--- src/rtl/dm_pkg.sv ---
// Shared types for the MEM-stage data-memory access controller.
//   size_e  : access size encoding carried on req_size
//   state_e : controller FSM states
//   RESP_*  : DM_resp encodings (anything but RESP_OKAY is an error)
package dm_pkg;

  typedef enum logic [1:0] {
    SZ_B = 2'd0,
    SZ_H = 2'd1,
    SZ_W = 2'd2
  } size_e;

  typedef enum logic [2:0] {
    S_IDLE,
    S_RD,
    S_RWAIT,
    S_WR,
    S_WWAIT,
    S_DONE
  } state_e;

  localparam logic [1:0] RESP_OKAY  = 2'b00;
  localparam logic [1:0] RESP_ERROR = 2'b01;
  localparam logic [1:0] RESP_RETRY = 2'b10;
  localparam logic [1:0] RESP_SPLIT = 2'b11;

  // Illegal size encoding or an address not aligned to the access size.
  function automatic logic is_bad_req(input logic [1:0] size, input logic [1:0] offset);
    logic bad;
    bad = 1'b0;
    case (size)
      SZ_B:    bad = 1'b0;
      SZ_H:    bad = offset[0];
      SZ_W:    bad = (offset != 2'b00);
      default: bad = 1'b1;
    endcase
    return bad;
  endfunction

endpackage

--- src/rtl/dm_lane_unit.sv ---
// Little-endian lane steering between a memory word and a sub-word access.
//   dm_word      : word read from memory
//   wdata        : right-justified store data
//   offset, size : byte offset within the word and access size
//   is_unsigned  : zero-extend (1) or sign-extend (0) loaded lanes
//   ext_data_c   : addressed lane, right-justified and extended
//   merge_data_c : dm_word with only the addressed lane replaced by wdata
module dm_lane_unit
  import dm_pkg::*;
#(
  parameter int unsigned data_size = 32
) (
  input  logic [data_size-1:0] dm_word,
  input  logic [data_size-1:0] wdata,
  input  logic [1:0]           offset,
  input  logic [1:0]           size,
  input  logic                 is_unsigned,
  output logic [data_size-1:0] ext_data_c,
  output logic [data_size-1:0] merge_data_c
);

  logic [7:0]  byte_v;
  logic [15:0] half_v;

  // Byte k lives in bits [8k+7:8k]; halves at offset 0 and 2.
  always_comb begin
    byte_v = dm_word[{offset, 3'b000} +: 8];
    half_v = dm_word[{offset[1], 4'b0000} +: 16];
  end

  // Load extraction with sign/zero extension.
  always_comb begin
    ext_data_c = dm_word;
    case (size)
      SZ_B:    ext_data_c = {{(data_size-8){byte_v[7] & ~is_unsigned}}, byte_v};
      SZ_H:    ext_data_c = {{(data_size-16){half_v[15] & ~is_unsigned}}, half_v};
      default: ext_data_c = dm_word;
    endcase
  end

  // Read-modify-write merge: untouched lanes come from the memory word.
  always_comb begin
    merge_data_c = dm_word;
    case (size)
      SZ_B:    merge_data_c[{offset, 3'b000} +: 8]     = wdata[7:0];
      SZ_H:    merge_data_c[{offset[1], 4'b0000} +: 16] = wdata[15:0];
      default: merge_data_c = wdata;
    endcase
  end

endmodule

--- src/rtl/dm_access_ctrl.sv ---
// MEM-stage load/store controller driving a word-wide data memory port.
// Sub-word stores are done as read-modify-write; the pipeline is stalled
// until the access finishes, misaligns, gets a bad response or times out.
//   clk, rst                  : clock, synchronous active-high reset
//   req_*                     : MEM-stage request (valid/we/size/unsigned/addr/wdata)
//   stall                     : combinational hold for the MEM stage
//   rdata_valid, rdata, err   : completion results, registered
//   DM_enable/DM_read/DM_write: memory strobes, decoded from state
//   DM_addr, DM_in            : registered word address and store word
//   DM_out/DM_ready/DM_resp/DM_finish : memory response
module dm_access_ctrl
  import dm_pkg::*;
#(
  parameter int unsigned data_size = 32,
  parameter int unsigned addr_size = 12,
  parameter int unsigned TIMEOUT   = 16
) (
  input  logic                 clk,
  input  logic                 rst,
  input  logic                 req_valid,
  input  logic                 req_we,
  input  logic [1:0]           req_size,
  input  logic                 req_unsigned,
  input  logic [addr_size+1:0] req_addr,
  input  logic [data_size-1:0] req_wdata,
  output logic                 stall,
  output logic                 rdata_valid,
  output logic [data_size-1:0] rdata,
  output logic                 err,
  output logic                 DM_enable,
  output logic                 DM_read,
  output logic                 DM_write,
  output logic [addr_size-1:0] DM_addr,
  output logic [data_size-1:0] DM_in,
  input  logic [data_size-1:0] DM_out,
  input  logic                 DM_ready,
  input  logic [1:0]           DM_resp,
  input  logic                 DM_finish
);

  localparam int unsigned TIMER_W = $clog2(TIMEOUT + 1);

  state_e               state_q, state_d;
  logic [TIMER_W-1:0]   timer_q, timer_d;
  logic                 we_q, we_d;
  logic [1:0]           size_q, size_d;
  logic                 uns_q, uns_d;
  logic [1:0]           off_q, off_d;
  logic [data_size-1:0] wdata_q, wdata_d;
  logic [addr_size-1:0] addr_q, addr_d;
  logic [data_size-1:0] din_q, din_d;
  logic [data_size-1:0] rdata_q, rdata_d;
  logic                 rv_q, rv_d;
  logic                 err_q, err_d;
  logic [data_size-1:0] ext_data_c, merge_data_c;
  logic                 wait_expired_c;
  logic                 unused_ready;

  assign unused_ready = DM_ready;

  dm_lane_unit #(.data_size(data_size)) u_lane (
    .dm_word      (DM_out),
    .wdata        (wdata_q),
    .offset       (off_q),
    .size         (size_q),
    .is_unsigned  (uns_q),
    .ext_data_c   (ext_data_c),
    .merge_data_c (merge_data_c)
  );

  assign wait_expired_c = (timer_q == TIMER_W'(TIMEOUT - 1));

  assign stall     = req_valid && (state_q != S_DONE);
  assign DM_enable = !rst && ((state_q == S_RD) || (state_q == S_WR));
  assign DM_read   = !rst && (state_q == S_RD);
  assign DM_write  = !rst && (state_q == S_WR);

  assign DM_addr     = addr_q;
  assign DM_in       = din_q;
  assign rdata       = rdata_q;
  assign rdata_valid = rv_q;
  assign err         = err_q;

  // Next-state and register-input logic.
  always_comb begin
    state_d = state_q;
    timer_d = timer_q;
    we_d    = we_q;
    size_d  = size_q;
    uns_d   = uns_q;
    off_d   = off_q;
    wdata_d = wdata_q;
    addr_d  = addr_q;
    din_d   = din_q;
    rdata_d = rdata_q;
    rv_d    = 1'b0;
    err_d   = 1'b0;

    case (state_q)
      S_IDLE: begin
        if (req_valid) begin
          // Request is captured so a dropped req_valid cannot corrupt the access.
          we_d    = req_we;
          size_d  = req_size;
          uns_d   = req_unsigned;
          off_d   = req_addr[1:0];
          wdata_d = req_wdata;
          addr_d  = req_addr[addr_size+1:2];
          timer_d = '0;
          if (is_bad_req(req_size, req_addr[1:0])) begin
            state_d = S_DONE;
            err_d   = 1'b1;
          end else if (!req_we || (req_size != SZ_W)) begin
            state_d = S_RD;
          end else begin
            din_d   = req_wdata;
            state_d = S_WR;
          end
        end
      end
      S_RD: state_d = S_RWAIT;
      S_RWAIT: begin
        timer_d = timer_q + TIMER_W'(1);
        if (DM_finish) begin
          timer_d = '0;
          if (DM_resp != RESP_OKAY) begin
            state_d = S_DONE;
            err_d   = 1'b1;
          end else if (!we_q) begin
            rdata_d = ext_data_c;
            rv_d    = 1'b1;
            state_d = S_DONE;
          end else begin
            din_d   = merge_data_c;
            state_d = S_WR;
          end
        end else if (wait_expired_c) begin
          state_d = S_DONE;
          err_d   = 1'b1;
        end
      end
      S_WR: state_d = S_WWAIT;
      S_WWAIT: begin
        timer_d = timer_q + TIMER_W'(1);
        if (DM_finish) begin
          timer_d = '0;
          state_d = S_DONE;
          err_d   = (DM_resp != RESP_OKAY);
        end else if (wait_expired_c) begin
          state_d = S_DONE;
          err_d   = 1'b1;
        end
      end
      S_DONE: begin
        timer_d = '0;
        state_d = S_IDLE;
      end
      default: state_d = S_IDLE;
    endcase
  end

  // State and datapath registers.
  always_ff @(posedge clk) begin
    if (rst) begin
      state_q <= S_IDLE;
      timer_q <= '0;
      we_q    <= 1'b0;
      size_q  <= 2'b00;
      uns_q   <= 1'b0;
      off_q   <= 2'b00;
      wdata_q <= '0;
      addr_q  <= '0;
      din_q   <= '0;
      rdata_q <= '0;
      rv_q    <= 1'b0;
      err_q   <= 1'b0;
    end else begin
      state_q <= state_d;
      timer_q <= timer_d;
      we_q    <= we_d;
      size_q  <= size_d;
      uns_q   <= uns_d;
      off_q   <= off_d;
      wdata_q <= wdata_d;
      addr_q  <= addr_d;
      din_q   <= din_d;
      rdata_q <= rdata_d;
      rv_q    <= rv_d;
      err_q   <= err_d;
    end
  end

endmodule

--- config.mk ---
export PLATFORM = sky130hd
export DESIGN_NAME = dm_access_ctrl
export DESIGN_NICKNAME = d
export VERILOG_FILES = /design/src/rtl/dm_pkg.sv /design/src/rtl/dm_lane_unit.sv /design/src/rtl/dm_access_ctrl.sv
export SDC_FILE = /design/constraint.sdc
export NUM_CORES = 1
export LEC_CHECK = 0
export BUFFER_PORTS_ARGS = -buffer_cell sky130_fd_sc_hd__buf_2
export CORE_MARGIN = 2
export CORE_UTILIZATION = 48
export CTS_BUF_LIST = sky130_fd_sc_hd__clkbuf_16
export DETAILED_ROUTE_END_ITERATION = 7
export PLACE_DENSITY = 0.82
export SLEW_MARGIN = 20
export SYNTH_ARGS = -nofsm -noshare
export SYNTH_HDL_FRONTEND = slang
export SYNTH_SLANG_ARGS = --single-unit
--- constraint.sdc ---
create_clock -name clk -period 2.4 [get_ports clk]
set_input_delay 0.12 -clock clk [delete_from_list [all_inputs] [get_ports clk]]
set_output_delay 0.12 -clock clk [all_outputs]
set_load 0.05 [all_outputs]
### After elaboration in Yosys (flattened, before gate mapping)

Index checks and enable logic that the tools add are counted.

* output and inout port bits: 82
* bits in registers: 124
* bits of input ports: 89
* word-level logic and storage cells: 100

* muxes and demuxes: 34
* bitwise logic cells: 7
* add/sub/neg operators: 3
* shifts and indexed selects: 6
* eq/ne operators: 17
* reductions and logical operators: 21

Operators by type and width (number)
* $mux W32: 6
* $pmux W32 S2: 3
* $bwmux W32: 2
* $shift A16 B7 Y32 const A: 1
* $shift A8 B7 Y32 const A: 1
* $shiftx A16 B7 Y32: 1
* $shiftx A32 B6 Y16: 1
* $shiftx A32 B6 Y8: 1
* $shiftx A8 B7 Y32: 1
* $mux W3: 7
* $pmux W3 S5: 1
* $pmux W5 S3: 1
* $ne A2 B2 Y1 const B: 7
* $neg A5 Y7: 2
* $mux W5: 2
* $mux W1: 9
* $reduce_and A7 Y1: 1
* $eq A3 B2 Y1 const B: 2
* $eq A3 B3 Y1 const B: 2
* $pmux W1 S3: 2
* $reduce_bool A2 Y1: 3
* $add A5 B1 Y5 const B: 1
* $eq A5 B4 Y1 const B: 1
* $not A1 Y1: 5
* other kinds (16): 25

### Depth between registers and ports, before layout

* depth after elaboration: 8
* gate-level depth with buffers: 9
* gate-level depth less buffers: 8

### By module

Synthesis repeated with hierarchy kept, for this count alone.

* cell total of the unflattened synthesis: 914
* area, all modules: 6752.7 sq um

Modules (own cells, without submodules)
* dm_access_ctrl: times used 1, cells an instance 640, area an instance 5101.1 sq um, seq. area each 2482.4 sq um
* dm_lane_unit: times used 1, cells an instance 274, area an instance 1651.6 sq um, seq. area each 0.0 sq um

### Worst setup path after synthesis

OpenSTA, ideal clock, no wires.

* path type: reg2reg
* start point: register off_q[1]
* end point: register din_q[31], in the netlist DM_in[31]
* arrival: 2.126 ns
* setup time: 0.087 ns
* required time: 2.313 ns
* cell stages (with the launch flop): 10
* path slack: 0.187 ns
* buffers on the path: 2
* clock period less this slack: 2.213 ns
* cells stage by stage: dfxtp_1 buf_2 inv_1 clkbuf_1 ha_1 nand2b_1 nor4_2 nor2b_1 a21oi_1 o31ai_1

* longest elaborated chain between the ends: 8
* elaborated cells on any way between the ends: 13
* classes of those cells: add/sub (2); shift (4); mux (7)

Ends and longest elaborated chain
* from (decl): line dm_access_ctrl.sv:48 `logic [1:0] off_q, off_d;`
* from (signal assigned): line dm_access_ctrl.sv:170 `off_q <= 2'b00;`
* from (signal assigned): line dm_access_ctrl.sv:183 `off_q <= off_d;`
* $neg A5 Y7 (on tied branches): line dm_lane_unit.sv:46, dm_lane_unit.sv:45
* $shiftx A16 B7 Y32, or another cell as far along: line dm_lane_unit.sv:46 `SZ_H: merge_data_c[{offset[1], 4'b0000} +: 16] = wdata[15:0];`
* $bwmux W32 (on tied branches): line dm_lane_unit.sv:46, dm_lane_unit.sv:45
* $pmux W32 S2 (*): line dm_lane_unit.sv:44 `case (size)`
* $mux W32 (*): line dm_access_ctrl.sv:129 `end else if (!we_q) begin`
* $mux W32 (*): line dm_access_ctrl.sv:126 `if (DM_resp != RESP_OKAY) begin`
* $mux W32 (*): line dm_access_ctrl.sv:124 `if (DM_finish) begin`
* $pmux W32 S2 (*): line dm_access_ctrl.sv:99 `case (state_q)`
* to (signal assigned): line dm_access_ctrl.sv:186 `din_q <= din_d;`
* to (decl): line dm_access_ctrl.sv:51 `logic [data_size-1:0] din_q, din_d;`

Every way passes the cells marked *; elsewhere a longest branch is shown, timed or not. The select of a mux whose other input is x is not followed.
A chain may end at the register's enable or synchronous reset.

### Final worst setup path

* start point: register size_q[0]
* end point: register din_q[25], in the netlist DM_in[25]

* longest elaborated chain between the ends: 6
* elaborated cells on any way between the ends: 7
* classes of those cells: eq/ne (1); mux (5); reduce/logical (1)

Ends and longest elaborated chain
* from (decl): line dm_access_ctrl.sv:46 `logic [1:0] size_q, size_d;`
* from (signal assigned): line dm_access_ctrl.sv:181 `size_q <= size_d;`
* $eq A2 B1 Y1 / $logic_not A2 Y1 (equally long branches): line dm_lane_unit.sv:44
* $pmux W32 S2 (*): line dm_lane_unit.sv:44
* $mux W32 (*): line dm_access_ctrl.sv:129
* $mux W32 (*): line dm_access_ctrl.sv:126
* $mux W32 (*): line dm_access_ctrl.sv:124
* $pmux W32 S2 (*): line dm_access_ctrl.sv:99

Marked as above.

==> run metrics <==
worst skew pair latency=430 ps; Largest delay share family, worst path=simple AND/OR/NAND/NOR gates; aggregate negative setup slack=0 ps; footprint of the multi-input gates=3380 um2; Via Count=6,682; synthesis-to-layout area growth=34.3%; Overall Power=6100 uW; Critical Path RT=2740 ps; Rows=41; r2r setup slk=310 ps; area leader, netlist=dfxtp_1; drt pass-1 iters=5; first-pass GRT wire length=31.4 mm; synth warn=0; initial core utilization=0.488; critical path type=flip-flop to flip-flop; Worst slew margin=0.538; share of layout cells above drive strength 1=0.242; initial antenna violation count=0; ys flop type=dfxtp_1; dpl ws=343 ps; global-route usage over all layers=0.296; total gr overflow=0; synthesis-stage register bit count=124; Routed Antenna Nets=0; # diodes=0; origin of the worst setup path=size_q[0]; worst flop-to-flop path endpoint=DM_in[25]; Vias/cell=5.74; DRC Markers=0; Buf/Inv on CP=0; Syn Std Cell Area=6140 um2; critical path depth=5; clock-pin slew on the worst setup and hold paths=50 ps; core area=12,600 um2; Boundary Pins=171; CP Cell Sequence=nand2b_1, nor4_2, nor2b_1, a21oi_1, o31ai_1; CP peak stage delay=430 ps; post-DR wirelength/cell=17.4 um; setup ws final=312 ps; total clock sinks=124; total routed wirelength=20.2 mm; die area=13,700 um2; Max Slew Vio Count=0; IO buf count=169; power share of the combinational group=0.213; Max VDD drop=0.000421 V; vias in the first global route=6,160; fin nets=1,076; Seq. cell area=2480 um2; Syn Nets=877; synth unique cells=51; CTS root buf=clkbuf_16; CTS tree=built; share of total power in the clock network=0.408; RR Startpoint=size_q[0]; Yosys top cell area share=0.405; EDFF count, synth=0; RSZ-0062 raised after global routing=false; Reg2Reg Depth=5; routability-driven placement congestion ratio=0.963; Post-Syn Instances=781; final hold violation count=0; Die X=117 um; top post-synthesis cells by area=dfxtp_1 40%, nand2_1 10%, a21oi_1 7.3%, nor2_1 4.0%, a221oi_1 3.9%; Worst-Margin Slew=689 ps; Final period util=0.870; Slowest cell on crit path=nor2b_1; Internal=4230 uW; Die Y=117 um; Max Clk Rate=479 MHz; Tightest Hold Check Type=input port to flip-flop; Net Switching=1870 uW; Layout fillers=1,031; Startpoint Class=flip-flop; syn_area_per_cell=7.86 um2; critical path endpoint=DM_in[25]; cts repair resizes=0; Inserted Clock Buffers=17; maximum fanout along the worst path=10; setup violators final=0; clk buf depth=2; largest net degree at the start of global routing=51; sequential cell area fraction in the yosys report=0.405; status=completed; CP Capture Type=flip-flop; hpwl dp=13.7 mm; P_leak=0.00340 uW; clock period minus worst slack=2090 ps; Switching Fraction=0.307; Pwr per Cell Area=740 nW/um2; Initial DRC Count=693; Hold Startpoint=DM_out[21]; Setup Skew=5.53 ps; crit path DAT=2430 ps; H-Tree Depth=4; Reg power frac=0.378; max_cap viols=0; FFs w/ async S/R, synth=0
-- state kept, by name, indices dropped and copies added (netlist names) --
signal	count
DM_in	32
off_q	2
state_q	3
wdata_q	32
err	1
size_q	2
rdata	32
timer_q	5
uns_q	1
we_q	1
DM_addr	12
rdata_valid	1
-- synth_stat cells (8+ instances only) --
| library cell | n |
|---|---|
| buf_2 | 13 |
| o21a_1 | 8 |
| and3_1 | 11 |
| a21oi_1 | 89 |
| a221oi_1 | 27 |
| o21ai_0 | 11 |
| inv_1 | 10 |
| nand3b_1 | 8 |
| nand2_1 | 168 |
| o21ai_1 | 24 |
| mux2i_1 | 18 |
| nor2_1 | 66 |
| nor3_1 | 17 |
| dfxtp_1 | 124 |
| mux2_2 | 15 |
| clkbuf_1 | 43 |
| o31ai_1 | 26 |
| a211oi_1 | 28 |
-- layer usage --
layer	global-route usage	routed length, um	vias up
met3	0.0705	1770	79
met1	0.364	8040	3073
li1	-	-	3193
met5	0	0	-
met2	0.483	9510	337
met4	0.158	901	0
-- power by group through the flow --
stage | Sequential [uW] | Clock [uW] | Combinational, uW
6_report | 2310 | 2490 | 1300
5_1_grt | 2320 | 2610 | 1410
4_1_cts | 2300 | 2510 | 1280
3_5_place_dp | 2340 | 0 | 1210
3_3_place_gp | 2340 | 0 | 1190
2_1_floorplan | 2420 | 0 | 730
-- repair_timing --
action | in CTS | in global routing
hold buffers | 53 | 0
setup buffers | 0 | 0
endpoints found under the hold margin | 57 | 0
endpoints found under the setup margin | 0 | 0
-- through the flow --
stage	hold WS [ps]	area, um2	cells	utilization
final	16.1	8240	1164	0.656
after global routing	24.8	8240	1164	0.656
after CTS	1.21	8240	1164	0.656
after detailed placement	367	7150	1080	0.569
after global placement	360	7150	1080	0.569
after floorplan	256	6140	781	-
-- worst min-delay path, cell delays in order --
cell,delay (ps)
buf_2,140
nand2_1,70
a211oi_1,60
-- layout by cell type (no fill, tap or decap), drive strengths merged, types with 2 or more instances in the layout --
cell and instances:
a211oi 28, a21oi 89, a221o 6, a221oi 27
a22oi 2, a2bb2oi 2, a311oi 2, and3 11
and3b 2, buf 188, bufinv 3, clkbuf 17
clkinv 6, dfxtp 124, dlygate4sd3 53, ha 7
inv 14, mux2 15, mux2i 18, nand2 168
nand2b 5, nand3 2, nand3b 8, nor2 66
nor2b 6, nor3 21, nor3b 3, nor4 3
o21a 8, o21ai 35, o22ai 7, o2bb2ai 2
o31ai 26, or2 2, or3 2
-- cells by family (layout without fill, tap and decap cells) --
| group | count (synthesis) | after routing | share of synthesized area |
|---|---|---|---|
| XOR/XNOR | 1 | 1 | 0.00143 |
| AO/OA/AOI/OAI | 243 | 243 | 0.257 |
| AND/OR/NAND/NOR | 302 | 302 | 0.219 |
| adder cells (fa/ha/maj) | 7 | 7 | 0.0143 |
| flip-flops | 124 | 124 | 0.405 |
| multiplexers | 33 | 33 | 0.0569 |
| buffers and inverters | 71 | 282 | 0.0467 |
-- worst min-delay path by stage --
stage          slack (ps)  cells past startpoint           to
6_report               20                      3    rdata[21]
5_1_grt                20                      3    rdata[21]
4_1_cts                 1                      3    rdata[21]
3_5_place_dp          370                      3   DM_addr[2]
3_3_place_gp          360                      3   DM_addr[3]
2_1_floorplan         260                      2  wdata_q[16]
-- layout make-up --
class,count,area share
clock inverters,14,0.0169
multi-input cells,586,0.411
flip-flops and latches,124,0.302
well taps,172,0.0261
repair buffers,241,0.189
inverters,10,0.00455
clock buffers,17,0.0516
Note: power is estimated with default switching activity, not from simulation.
